===== config.mk =====
export PLATFORM = sky130hd
export DESIGN_NAME = chi5_pcrd_grant_sched
export DESIGN_NICKNAME = d
export VERILOG_FILES = /design/src/rtl/chi5_pcrd_grant_sched.sv
export SDC_FILE = /design/constraint.sdc
export NUM_CORES = 1
export LEC_CHECK = 0
export BUFFER_PORTS_ARGS = -buffer_cell sky130_fd_sc_hd__clkbuf_2
export CAP_MARGIN = 20
export CELL_PAD_IN_SITES_DETAIL_PLACEMENT = 0
export CELL_PAD_IN_SITES_GLOBAL_PLACEMENT = 2
export CORE_ASPECT_RATIO = 2
export CORE_MARGIN = 2
export CORE_UTILIZATION = 30
export DETAILED_ROUTE_END_ITERATION = 16
export GPL_TIMING_DRIVEN = 1
export HOLD_SLACK_MARGIN = 0.15
export PLACE_DENSITY_LB_ADDON = 0.1
export SYNTH_ARGS = -nofsm -noshare
export SYNTH_HDL_FRONTEND = slang
export SYNTH_SLANG_ARGS = --single-unit

===== constraint.sdc =====
create_clock -name SCLK -period 5.95 [get_ports SCLK]
set_clock_uncertainty 0.2 [all_clocks]
set_input_delay 0.2975 -clock SCLK [delete_from_list [all_inputs] [get_ports SCLK]]
set_output_delay 0.2975 -clock SCLK [all_outputs]
set_load 0.02 [all_outputs]

===== src/rtl/chi5_pcrd_grant_sched.sv =====
// CHI5 P-Credit grant scheduler: tracks RetryAcks per requester and issues PCrdGrants round-robin from a credit pool.
// Optional per-source age timeout is enabled with the CHI5PC_PCRD_TIMEOUT_EN macro.
module chi5_pcrd_grant_sched #(
   parameter int unsigned NUM_SRC    = 8,
   parameter int unsigned SRC_W      = 3,
   parameter int unsigned CNT_W      = 4,
   parameter int unsigned MAX_CRD    = 4,
   parameter int unsigned PCRDTYPE_W = 4,
   parameter int unsigned TIMEOUT    = 255
) (
   input  logic                      SCLK,
   input  logic                      SRESET,
   input  logic                      retry_valid,
   input  logic [SRC_W-1:0]          retry_src,
   input  logic [PCRDTYPE_W-1:0]     retry_pcrdtype,
   input  logic                      crd_release,
   input  logic                      crd_use_valid,
   input  logic [SRC_W-1:0]          crd_use_src,
   output logic                      grant_valid,
   input  logic                      grant_ready,
   output logic [SRC_W-1:0]          grant_src,
   output logic [PCRDTYPE_W-1:0]     grant_pcrdtype,
   output logic [$clog2(MAX_CRD):0]  free_credits,
   output logic                      pending_any,
   output logic                      err
);

   localparam int unsigned CRD_W = $clog2(MAX_CRD) + 1;

   typedef enum logic {IDLE, GRANT} state_t;

   state_t                  stateQ, stateD;
   logic [CNT_W-1:0]        pendingQ [NUM_SRC];
   logic [CNT_W-1:0]        pendingD [NUM_SRC];
   logic [CNT_W-1:0]        outstQ   [NUM_SRC];
   logic [CNT_W-1:0]        outstD   [NUM_SRC];
   logic [PCRDTYPE_W-1:0]   typeQ    [NUM_SRC];
   logic [PCRDTYPE_W-1:0]   typeD    [NUM_SRC];
   logic [CRD_W-1:0]        poolQ, poolD;
   logic [SRC_W-1:0]        rrPtrQ, rrPtrD;
   logic [SRC_W-1:0]        grantSrcQ, grantSrcD;
   logic [PCRDTYPE_W-1:0]   grantTypeQ, grantTypeD;
   logic                    errQ, errD;
   logic [NUM_SRC-1:0]      pendNz;
   logic                    found;
   logic [SRC_W-1:0]        sel;
   logic                    reserve;

`ifdef CHI5PC_PCRD_TIMEOUT_EN
   localparam int unsigned AGE_W = $clog2(TIMEOUT + 1);
   logic [AGE_W-1:0]        ageQ [NUM_SRC];
   logic [AGE_W-1:0]        ageD [NUM_SRC];
`endif

   always_comb begin
      for (int unsigned i = 0; i < NUM_SRC; i++) begin
         pendNz[i] = (pendingQ[i] != '0);
      end
   end

   assign pending_any = |pendNz;

   // Round-robin search starting at rrPtrQ, wrapping at NUM_SRC
   always_comb begin
      int unsigned idx;
      found = 1'b0;
      sel   = '0;
      idx   = 0;
      for (int unsigned i = 0; i < NUM_SRC; i++) begin
         idx = 32'(rrPtrQ) + i;
         if (idx >= NUM_SRC) begin
            idx = idx - NUM_SRC;
         end
         if (!found && pendNz[idx[SRC_W-1:0]]) begin
            found = 1'b1;
            sel   = idx[SRC_W-1:0];
         end
      end
   end

   always_comb begin
      stateD     = stateQ;
      rrPtrD     = rrPtrQ;
      grantSrcD  = grantSrcQ;
      grantTypeD = grantTypeQ;
      reserve    = 1'b0;
      case (stateQ)
         IDLE: begin
            if (poolQ != '0 && found) begin
               reserve    = 1'b1;
               stateD     = GRANT;
               grantSrcD  = sel;
               grantTypeD = typeQ[sel];
            end
         end
         GRANT: begin
            if (grant_ready) begin
               stateD = IDLE;
               rrPtrD = (grantSrcQ == SRC_W'(NUM_SRC - 1)) ? '0 : grantSrcQ + 1'b1;
            end
         end
         default: stateD = IDLE;
      endcase
   end

   always_comb begin
      logic retryHit;
      logic resHit;
      logic useHit;
      errD  = errQ;
      poolD = poolQ;
      case ({crd_release, reserve})
         2'b10: begin
            if (poolQ == CRD_W'(MAX_CRD)) errD = 1'b1;
            else                          poolD = poolQ + 1'b1;
         end
         2'b01:   poolD = poolQ - 1'b1;
         default: poolD = poolQ;
      endcase
      for (int unsigned i = 0; i < NUM_SRC; i++) begin
         retryHit    = retry_valid && (retry_src == SRC_W'(i));
         resHit      = reserve && (sel == SRC_W'(i));
         useHit      = crd_use_valid && (crd_use_src == SRC_W'(i));
         pendingD[i] = pendingQ[i];
         outstD[i]   = outstQ[i];
         typeD[i]    = typeQ[i];

         if (retryHit && !pendNz[i]) begin
            typeD[i] = retry_pcrdtype;
         end
         if (retryHit && pendNz[i] && (typeQ[i] != retry_pcrdtype)) begin
            errD = 1'b1;
         end

         // A retry and a reservation in the same cycle cancel out, so saturation only matters alone
         case ({retryHit, resHit})
            2'b10: begin
               if (pendingQ[i] == '1) errD = 1'b1;
               else                   pendingD[i] = pendingQ[i] + 1'b1;
            end
            2'b01:   pendingD[i] = pendingQ[i] - 1'b1;
            default: pendingD[i] = pendingQ[i];
         endcase

         case ({resHit, useHit})
            2'b10:   outstD[i] = outstQ[i] + 1'b1;
            2'b01: begin
               if (outstQ[i] == '0) errD = 1'b1;
               else                 outstD[i] = outstQ[i] - 1'b1;
            end
            default: outstD[i] = outstQ[i];
         endcase

`ifdef CHI5PC_PCRD_TIMEOUT_EN
         ageD[i] = ageQ[i];
         if ((retryHit && !pendNz[i]) || resHit) begin
            ageD[i] = '0;
         end else if (pendNz[i] && (ageQ[i] != AGE_W'(TIMEOUT))) begin
            ageD[i] = ageQ[i] + 1'b1;
            if (ageQ[i] == AGE_W'(TIMEOUT - 1)) errD = 1'b1;
         end
`endif
      end
   end

   always_ff @(posedge SCLK or posedge SRESET) begin
      if (SRESET) begin
         stateQ     <= IDLE;
         poolQ      <= CRD_W'(MAX_CRD);
         rrPtrQ     <= '0;
         grantSrcQ  <= '0;
         grantTypeQ <= '0;
         errQ       <= 1'b0;
         for (int unsigned i = 0; i < NUM_SRC; i++) begin
            pendingQ[i] <= '0;
            outstQ[i]   <= '0;
            typeQ[i]    <= '0;
`ifdef CHI5PC_PCRD_TIMEOUT_EN
            ageQ[i]     <= '0;
`endif
         end
      end else begin
         stateQ     <= stateD;
         poolQ      <= poolD;
         rrPtrQ     <= rrPtrD;
         grantSrcQ  <= grantSrcD;
         grantTypeQ <= grantTypeD;
         errQ       <= errD;
         for (int unsigned i = 0; i < NUM_SRC; i++) begin
            pendingQ[i] <= pendingD[i];
            outstQ[i]   <= outstD[i];
            typeQ[i]    <= typeD[i];
`ifdef CHI5PC_PCRD_TIMEOUT_EN
            ageQ[i]     <= ageD[i];
`endif
         end
      end
   end

   assign grant_valid    = (stateQ == GRANT);
   assign grant_src      = grantSrcQ;
   assign grant_pcrdtype = grantTypeQ;
   assign free_credits   = poolQ;
   assign err            = errQ;

endmodule

==> results of run 1 <==
==> path summary, 6_finish.rpt <==
check | start | endpoint | slack (ns) | cells past startpoint
min | outstQ[11] | outstQ[11] | 0.28 | 1
max in group asynchronous | SRESET | typeQ[21] | 3.84 | 4
min reg2reg | outstQ[11] | outstQ[11] | 0.28 | 1
min in group asynchronous | SRESET | outstQ[26] | 0.34 | 3
max | pendingQ[19] | outstQ[3] | 0.77 | 15
max reg2reg | pendingQ[19] | outstQ[3] | 0.77 | 15
==> worst register-to-register path, stage by stage (launching register included) <==
cell and delay, ns:
dfrtp_1 0.43, or4_1 0.72, mux4_2 0.61, nor2_4 0.19
a2bb2o_4 0.26, o41a_1 0.58, o41a_1 0.23, a21oi_4 0.38
nor3_1 0.15, or2_2 0.33, inv_1 0.09, ha_1 0.22
a21o_1 0.18, a21oi_1 0.18, mux2i_1 0.23, xnor2_1 0.13
==> cell families (layout without fill, tap and decap cells) <==
kind of cell               after synthesis  count (layout)
buffers and inverters                   92             140
muxes                                   97              97
and+or+nand+nor                        242             242
DFF                                    111             111
AOI/OAI and AO/OA                      194             194
xor gates and xnor gates                78              78
adders and majority gates               53              53
==> layer usage <==
layer | wire [µm] | vias up | GRT usage, % | part of all wire, %
met5 | 0 | - | 0 | 0
met4 | 1204 | 0 | 9.297 | 4.8
met3 | 571 | 47 | 2.358 | 2.3
met1 | 11160 | 3364 | 22.81 | 44
li1 | - | 3279 | - | -
met2 | 12270 | 100 | 29.02 | 49
==> power by group through the flow <==
stage	clock [W]	combinational (W)	sequential, W
6_report	0.000621	0.00307	0.00147
5_1_grt	0.000684	0.00340	0.00154
4_1_cts	0.000658	0.00309	0.00148
3_5_place_dp	0	0.00307	0.00149
3_3_place_gp	0	0.00308	0.00149
2_1_floorplan	0	0.00225	0.00143
==> state kept, by name (all words and copies together), names as in the netlist <==
| name | cells |
|---|---|
| grant_pcrdtype | 4 |
| grant_valid | 1 |
| err | 1 |
| outstQ | 32 |
| free_credits | 3 |
| pendingQ | 32 |
| rrPtrQ | 3 |
| typeQ | 32 |
| grant_src | 3 |
==> cell usage in the layout (no fill, tap or decap), types with 28 or more instances in the layout <==
cell      instances
xnor2_1          59
clkbuf_2         28
a21oi_1          33
mux2_2           56
mux2i_1          29
dfrtp_1         110
buf_4            30
nor2_1           40
inv_1            57
ha_1             36
nand2_1          54
==> Yosys cell counts, types with 4 or more instances <==
master	n	share of area [%]
a211o_1	4	0.41
a21o_1	24	2.1
a21oi_1	33	1.9
a22oi_1	10	0.88
a311oi_2	4	0.71
a31oi_1	16	1.2
and2_1	7	0.52
and4_1	4	0.41
buf_2	6	0.35
clkbuf_1	18	0.80
dfrtp_1	110	32
fa_1	17	4.0
ha_1	36	5.3
inv_1	58	2.6
inv_2	5	0.22
mux2_1	9	1.2
mux2_2	56	7.4
mux2i_1	29	3.4
nand2_1	54	2.4
nand2b_1	10	0.74
nand3_1	17	1.0
nand4_1	19	1.4
nor2_1	40	1.8
nor2_2	5	0.37
nor2b_1	8	0.59
nor3_1	23	1.4
nor4_1	20	1.5
nor4_4	4	1.0
o211ai_1	6	0.53
o21a_1	5	0.44
o21ai_0	13	0.77
o22ai_1	25	1.8
o31ai_1	5	0.44
or2_2	9	0.66
or4_1	10	0.88
xnor2_1	59	6.1
xor2_1	19	2.0
==> stage by stage <==
step | setup slack, ns | total power (W) | std cells | utilization [%] | area [µm²]
after floorplan | 0.9663 | 0.003682 | 867 | - | 8486
after global placement | 0.7668 | 0.004568 | 1252 | 32.77 | 9168
after detailed placement | 0.8035 | 0.004561 | 1252 | 32.77 | 9168
after CTS | 0.7553 | 0.005224 | 1271 | 33.89 | 9482
after global routing | 0.5993 | 0.005626 | 1271 | 33.89 | 9482
final | 0.7655 | 0.005163 | 1271 | 33.89 | 9482
==> timing repair <==
action | 4_1_cts | 5_1_grt
resized for setup | 0 | 0
hold buffers | 3 | 0
endpoints found under the hold margin | 49 | 0
==> layout make-up <==
class,instances,area (µm²),area share [%]
timing repair buffer,61,395.4,4.170
multi-input combinational,664,5339,56.31
clock inverter,5,41.29,0.4355
inverter,63,239.0,2.520
tap,356,445.4,4.698
clock buffer,11,242.7,2.560
sequential,111,2779,29.31
==> impl_metrics.py, run 1 <==
metrics = {
    "yosys": {
        "yosysWarningCount": 0,
        "synth_xor_area_share_pct": 8.051,
        "ys_seq_area_share_pct": 32.75,
        "synth_top_family_by_area": "compound AO/OA/AOI/OAI gates",
        "syn_nets": 936,
        "ys_ff_latch": 111,
        "synthCells": 867,
        "synth-simple-area-share_pct": 15.67,
        "synth-adder-area-share_pct": 9.319,
        "syn_avg_cell_area_um2": 9.787,
        "ys_async_sr_fraction_pct": 100.0,
        "synth-compound-area-share_pct": 17.07,
        "syn-cell-area_um2": 8486,
        "synth_edf_count": 0,
        "synth_mux_area_share_pct": 12.67,
        "synth_cell_types": 83,
        "synth_flop_cell": "dfrtp_1",
    },
    "timing": {
        "maxSlewViolCount": 0,
        "finalHoldViolCount": 0,
        "fin_crit_ns": 5.185,
        "fmax_mhz": 192.9,
        "setup_tns_ns": 0,
        "relSlewSlack_pct": 38.05,
        "rsz0062_at_grt": "no",
        "post-route-period-util_pct": 87.13,
        "holdWs_ns": 0.2760,
        "tightest_slew_ns": 0.9292,
        "setup_viol": 0,
    },
    "critical_path": {
        "crit_path_top_delay_cell": "or4_1",
        "worst-path-buf-inv": 1,
        "cp_max_fo": 7,
        "crit_family": "compound AO/OA/AOI/OAI gates",
        "end_kind": "flip-flop",
        "cp.arrival_ns": 5.29,
        "cp.required_ns": 6.05,
        "critPathKind": "reg2reg",
        "cp_cell_sequence": "or4_1 > mux4_2 > nor2_4 > a2bb2o_4 > o41a_1 > o41a_1 > a21oi_4 > nor3_1 > or2_2 > inv_1 > ha_1 > a21o_1 > a21oi_1 > mux2i_1 > xnor2_1",
        "path_common_cell": "o41a_1",
        "critPathLaunchType": "flip-flop",
        "critPathMaxStageDelay_ns": 0.72,
    },
    "clocking": {
        "cts_root_buf": "clkbuf_16",
        "cts_buffers": 9,
        "htreeDepth": 3,
        "cts_tree": "built",
        "cts_buffer_depth": 2,
        "clk_pin_slew_ns": 0.08,
        "insertion_delay_ns": 0.38,
        "cts_sinks": 111,
        "cts_setup_buffers": 0,
    },
    "place": {
        "port_buffers": 28,
        "dp_hpwl_mm": 19.55,
        "gp_congestion": 0.8775,
    },
    "route": {
        "finalWirelength_mm": 25.21,
        "drtIter0Drc": 424,
        "first_pass_iters": 4,
        "wl_per_cell_um": 19.84,
        "dr_total_vias": 6790,
        "drc": 0,
        "via_per_inst": 5.342,
        "postRouteAntennaNets": 0,
    },
    "layout": {
        "nets": 979,
        "drive_gt1_share_pct": 19.13,
        "area_growth_pct": 11.74,
        "diodes": 0,
        "fillers": 2883,
    },
    "power": {
        "vdd_drop_max_mv": 0.2560,
        "sw_frac_of_total_pct": 47.39,
        "power.internal_w": 0.002717,
        "p_sw_w": 0.002447,
        "p_leak_nw": 4.253,
        "pwr-share-clk_pct": 12.0,
        "powerDensity_nw_per_um2": 544.6,
        "combPwrFrac_pct": 59.4,
        "power_frac_seq_pct": 28.5,
    },
    "flow_run": {
        "max_cap_viol_count": 0,
    },
    "floorplan": {
        "core_region_area_um2": 27980,
        "num_rows": 87,
        "dieHeight_um": 241.8,
        "start_util_pct": 30.33,
        "die_x_um": 122.9,
        "die-area_um2": 29730,
        "ios": 29,
    },
    "outcome": {
        "status": "finished clean",
    },
    "global_routing": {
        "grt_max_degree": 68,
        "grt_pass1_wl_mm": 40.29,
        "grt_overflow_total": 0,
        "antenna_found_initial": 0,
        "first_global_vias": 6989,
        "grt_usage_pct": 17.90,
    },
    "worst_hold_path": {
        "hold_class": "reg2reg",
    },
}
Power figures use the tool's default switching activity.
==> run 2: changes to the inputs <==
- CORE_MARGIN: 2 -> not set
==> run 2 against run 1 <==
Net effect: clock-buffer cell count decreased by 1; critical endpoint is now pendingQ[19]; clock power is 3.9% higher; flip-flop and latch count unchanged; largest cell class unchanged; critical path type unchanged; critical path depth is 1 higher; combinational power rose by 5%; total power up 4.3%; highest routed layer unchanged; final area is 0.81% higher.
==> impl_metrics.py, run 2 (synthesis gave the netlist of run 1 again) <==
metrics = {
    "outcome": {
        "status": "finished clean",
    },
    "route": {
        "dr_total_vias": 7001,
        "drtIter0Drc": 321,
        "finalWirelength_mm": 28.92,
        "drc": 0,
        "via_per_inst": 5.487,
        "postRouteAntennaNets": 0,
        "first_pass_iters": 5,
        "wl_per_cell_um": 22.66,
    },
    "layout": {
        "nets": 988,
        "drive_gt1_share_pct": 19.91,
        "final_common_cell": "dfrtp_1",
        "top_regs": "outstQ x32, pendingQ x32, typeQ x32",
        "area_growth_pct": 12.64,
        "final_cell_mix": "dfrtp_1 (110), xnor2_1 (59), inv_1 (57), mux2_2 (56), nand2_1 (54)",
        "final_util_pct": 34.56,
        "diodes": 0,
    },
    "power": {
        "pwr-share-clk_pct": 12.0,
        "power.internal_w": 0.002776,
        "power_frac_seq_pct": 28.0,
        "vdd_drop_max_mv": 0.2071,
        "powerDensity_nw_per_um2": 563.3,
        "p_sw_w": 0.002607,
        "combPwrFrac_pct": 60.0,
        "p_leak_nw": 4.308,
        "total_power_w": 0.005384,
        "sw_frac_of_total_pct": 48.43,
    },
    "floorplan": {
        "core_region_area_um2": 27650,
        "start_util_pct": 30.69,
        "ios": 29,
        "die_x_um": 120.9,
        "dieHeight_um": 239.8,
        "die-area_um2": 29000,
        "num_rows": 86,
    },
    "critical_path": {
        "end_kind": "flip-flop",
        "critPathKind": "reg2reg",
        "cp.required_ns": 6.01,
        "r2r_cells": 16,
        "path_depth": 16,
        "crit_family": "simple AND/OR/NAND/NOR gates",
        "critPathMaxStageDelay_ns": 0.76,
        "crit_path_top_delay_cell": "o311ai_0",
        "cp_max_fo": 6,
        "path_common_cell": "a21o_1",
        "cp_cell_sequence": "or4_1 > mux4_2 > mux2_2 > o311ai_0 > buf_4 > and4_1 > a21oi_4 > nor3_1 > nand2_1 > inv_1 > ha_1 > a21o_1 > a21o_1 > o31a_1 > a221oi_1 > a21oi_1",
        "worst-path-buf-inv": 2,
        "cp.arrival_ns": 5.64,
        "critPathLaunchType": "flip-flop",
    },
    "timing": {
        "fmax_mhz": 179.3,
        "setup_tns_ns": 0,
        "relSlewSlack_pct": 35.56,
        "maxSlewViolCount": 0,
        "post-route-period-util_pct": 93.72,
        "setup_viol": 0,
        "tightest_slew_ns": 0.9667,
        "setup_ws_ns": 0.3735,
        "fin_crit_ns": 5.576,
        "holdWs_ns": 0.2751,
        "finalHoldViolCount": 0,
        "rsz0062_at_grt": "no",
    },
    "global_routing": {
        "antenna_found_initial": 0,
        "grt_max_degree": 71,
        "first_global_vias": 7430,
        "grt_overflow_total": 0,
        "grt_usage_pct": 20.97,
        "grt_pass1_wl_mm": 44.33,
    },
    "flow_run": {
        "max_cap_viol_count": 0,
    },
    "clocking": {
        "cts_resized": 0,
        "cts_buffer_depth": 2,
        "cts_tree": "built",
        "clk_pin_slew_ns": 0.08,
        "cts_buffers": 9,
        "cts_root_buf": "clkbuf_16",
        "cts_sinks": 111,
        "insertion_delay_ns": 0.39,
        "htreeDepth": 3,
    },
    "place": {
        "post-place-ws_ns": 0.3258,
        "dp_hpwl_mm": 23.76,
        "port_buffers": 28,
        "gp_congestion": 0.9254,
    },
    "worst_hold_path": {
        "hold_class": "reg2reg",
        "hold_depth": 1,
    },
}
## run 2: worst reg2reg max path: stages, from the launching register on
cell      delay, ns
dfrtp_1        0.45
or4_1          0.71
mux4_2         0.63
mux2_2         0.35
o311ai_0       0.76
buf_4          0.24
and4_1         0.25
a21oi_4        0.05
nor3_1         0.49
nand2_1        0.19
inv_1          0.12
ha_1           0.23
a21o_1         0.19
a21o_1         0.20
o31a_1         0.10
a221oi_1       0.24
a21oi_1        0.07
## run 2: power groups by stage
stage	sequential, W	clock, W	combinational, W
after detailed placement	0.00152	0	0.00325
after floorplan	0.00143	0	0.00225
after global routing	0.00156	0.000697	0.00353
after CTS	0.00151	0.000677	0.00327
after global placement	0.00151	0	0.00318
final	0.00151	0.000645	0.00323
## run 2: stage by stage
stage | instance area, µm² | std cells
6_report | 9558 | 1276
5_1_grt | 9558 | 1276
4_1_cts | 9558 | 1276
3_5_place_dp | 9230 | 1257
3_3_place_gp | 9230 | 1257
2_1_floorplan | 8486 | 867
## run 2: layout make-up
class / count / area [µm²]
flip-flops and latches: 111 / 2779
clock buffers: 10 / 229.0
clock inverters: 6 / 68.82
well taps: 352 / 440.4
inverters: 63 / 239.0
fillers: 2844 / 18100
multi-input cells: 664 / 5339
repair buffers: 70 / 462.9
## run 2: final timing paths
path                               from            to  slack [ns]
setup / recovery           pendingQ[20]  pendingQ[19]        0.37
hold / removal               outstQ[27]    outstQ[27]        0.28
setup reg to reg           pendingQ[20]  pendingQ[19]        0.37
hold reg to reg              outstQ[27]    outstQ[27]        0.28
max in group asynchronous        SRESET  grant_src[0]        3.83
min in group asynchronous        SRESET    outstQ[20]        0.32
## run 2: timing repair
| action | 4_1_cts | 5_1_grt |
|---|---|---|
| hold buffers | 3 | 0 |
| setup buffers | 0 | 0 |
| endpoints found under the hold margin | 46 | 0 |
## run 2: routing by layer
layer | global-route usage [%] | up-vias | wire length (µm)
li1 | - | 3295 | -
met1 | 20.28 | 3508 | 10210
met2 | 41.37 | 131 | 16580
met5 | 0 | - | 0
met4 | 12.16 | 0 | 1548
met3 | 2.452 | 67 | 574
==> run 3: changes to the inputs <==
- clock period: 5.95 -> 5.13 ns (I/O delays scaled with it)
==> run 3 against run 2 <==
Net effect: sequential power up 13%; sequential share of layout area down 1.0 points; fmax up 12%; combinational power up 24%; register-to-register slack worse by 0.20 ns; clock power up 24%; hold slack worse by 0.0078 ns; final cell count up 2.7%.
==> impl_metrics.py, run 3 (synthesis gave the netlist of run 1 again) <==
metrics = {
    "global_routing": {
        "grt_busiest_layer": "met2",
        "antenna_found_initial": 0,
        "grt_usage_pct": 21.22,
        "grt_overflow_total": 0,
        "grt_util_met3_pct": 2.714,
        "use_met2_pct": 42.23,
        "grt_pass1_wl_mm": 44.76,
        "first_global_vias": 7465,
        "grt_max_degree": 58,
        "met1_usage_pct": 20.66,
    },
    "flow_run": {
        "max_cap_viol_count": 0,
    },
    "power": {
        "sw_frac_of_total_pct": 47.33,
        "total_power_w": 0.006503,
        "pwr-share-clk_pct": 12.3,
        "combPwrFrac_pct": 61.5,
        "power.internal_w": 0.003426,
        "power_frac_seq_pct": 26.2,
        "powerDensity_nw_per_um2": 656.6,
        "vdd_drop_max_mv": 0.2545,
        "p_leak_nw": 4.494,
        "p_sw_w": 0.003078,
    },
    "clocking": {
        "insertion_delay_ns": 0.39,
        "cts_sinks": 111,
        "cts_setup_buffers": 0,
        "cts_root_buf": "clkbuf_16",
        "cts_buffer_depth": 2,
        "cts_tree": "built",
        "cts_buffers": 9,
        "htreeDepth": 3,
        "clk_pin_slew_ns": 0.08,
    },
    "critical_path": {
        "critPathLaunchType": "flip-flop",
        "cp.arrival_ns": 5.03,
        "end_kind": "flip-flop",
        "cp.required_ns": 5.20,
        "cp_max_fo": 5,
        "critPathKind": "reg2reg",
    },
    "floorplan": {
        "die_x_um": 120.9,
        "start_util_pct": 30.69,
        "dieHeight_um": 239.8,
        "ios": 29,
        "core_region_area_um2": 27650,
        "die-area_um2": 29000,
        "num_rows": 86,
    },
    "worst_hold_path": {
        "hold_class": "reg2reg",
    },
    "timing": {
        "fin_crit_ns": 4.960,
        "post-route-period-util_pct": 96.69,
        "fmax_mhz": 201.6,
        "rsz0062_at_grt": "yes",
        "relSlewSlack_pct": 46.30,
        "tightest_slew_ns": 0.8054,
        "setup_tns_ns": 0,
        "finalHoldViolCount": 0,
        "maxSlewViolCount": 0,
        "setup_viol": 0,
    },
    "route": {
        "postRouteAntennaNets": 0,
        "drtIter0Drc": 311,
        "via_per_inst": 5.400,
        "finalWirelength_mm": 29.21,
        "wl_per_cell_um": 22.28,
        "drc": 0,
        "dr_total_vias": 7079,
        "first_pass_iters": 4,
    },
    "layout": {
        "area_growth_pct": 16.72,
        "final_area_um2": 9905,
        "diodes": 0,
        "fillers": 2777,
        "nets": 1023,
        "final_util_pct": 35.82,
        "top_regs": "outstQ x32, pendingQ x32, typeQ x32",
        "drive_gt1_share_pct": 23.88,
        "regArea_um2": 2779,
        "final_cells": 1311,
        "final_cell_mix": "dfrtp_1 (110), buf_4 (73), xnor2_1 (59), inv_1 (57), mux2_2 (56)",
        "multi_input_area_um2": 5391,
        "final_common_cell": "dfrtp_1",
    },
    "place": {
        "gp_congestion": 0.8980,
        "place_inst": 1292,
        "dp_hpwl_mm": 23.90,
        "port_buffers": 28,
        "postPlaceCellArea_um2": 9505,
    },
    "outcome": {
        "status": "finished clean",
    },
}
[run 3: what timing repair did]
item                                   in CTS  in global routing
resized for setup                           2                 10
pin swaps                                   0                  1
endpoints found under the hold margin      63                  0
setup endpoints to repair                   2                 14
hold buffers                                3                  0
[run 3: layer usage]
metal	up-vias	part of all wire, %
met1	3538	36
met2	128	58
li1	3363	-
met4	0	4.3
met3	50	2.3
met5	-	0
[run 3: path summary, 6_finish.rpt]
| check | startpoint | endpoint | slack (ns) | cells after the start |
|---|---|---|---|---|
| setup reg to reg | pendingQ[23] | pendingQ[14] | 0.17 | 16 |
| hold reg to reg | outstQ[27] | outstQ[27] | 0.27 | 1 |
| min in group asynchronous | SRESET | pendingQ[6] | 0.35 | 3 |
| max in group asynchronous | SRESET | typeQ[28] | 3.08 | 4 |
| hold / removal | outstQ[27] | outstQ[27] | 0.27 | 1 |
| setup / recovery | pendingQ[23] | pendingQ[14] | 0.17 | 16 |
[run 3: cell type report]
cell class                 count  share of cell area [%]
clock buffer                  11                   2.350
clock inverter                 5                  0.8464
multi-input combinational    664                   54.43
timing repair buffer         105                   7.453
inverter                      63                   2.413
sequential                   111                   28.06
tap                          352                   4.447
[run 3: metrics by stage]
step	setup slack, ns	hold WS, ns
floorplan	0.1463	0.1529
global placement	-0.002042	0.2218
detailed placement	-0.001672	0.2439
CTS	0.06320	0.2554
global route	-0.02626	0.2868
finish	0.1699	0.2673
[run 3: power by group through the flow]
stage               logic [W]  registers [W]  clock network (W)
floorplan             0.00261        0.00166                  0
global placement      0.00390        0.00169                  0
detailed placement    0.00399        0.00172                  0
finish                0.00400        0.00171           0.000797
global route          0.00435        0.00177           0.000858
CTS                   0.00401        0.00170           0.000831
[run 3: worst max-delay path, stage by stage (launching register included)]
cell      delay, ns
dfrtp_1        0.42
or4_1          0.61
buf_4          0.19
o22ai_1        0.22
buf_4          0.19
or2_2          0.17
nand4_1        0.26
buf_4          0.25
nor4_2         0.38
o211ai_2       0.18
buf_4          0.17
nor3_1         0.34
nand2_1        0.25
buf_4          0.20
fa_1           0.40
xnor2_1        0.14
mux2_1         0.28
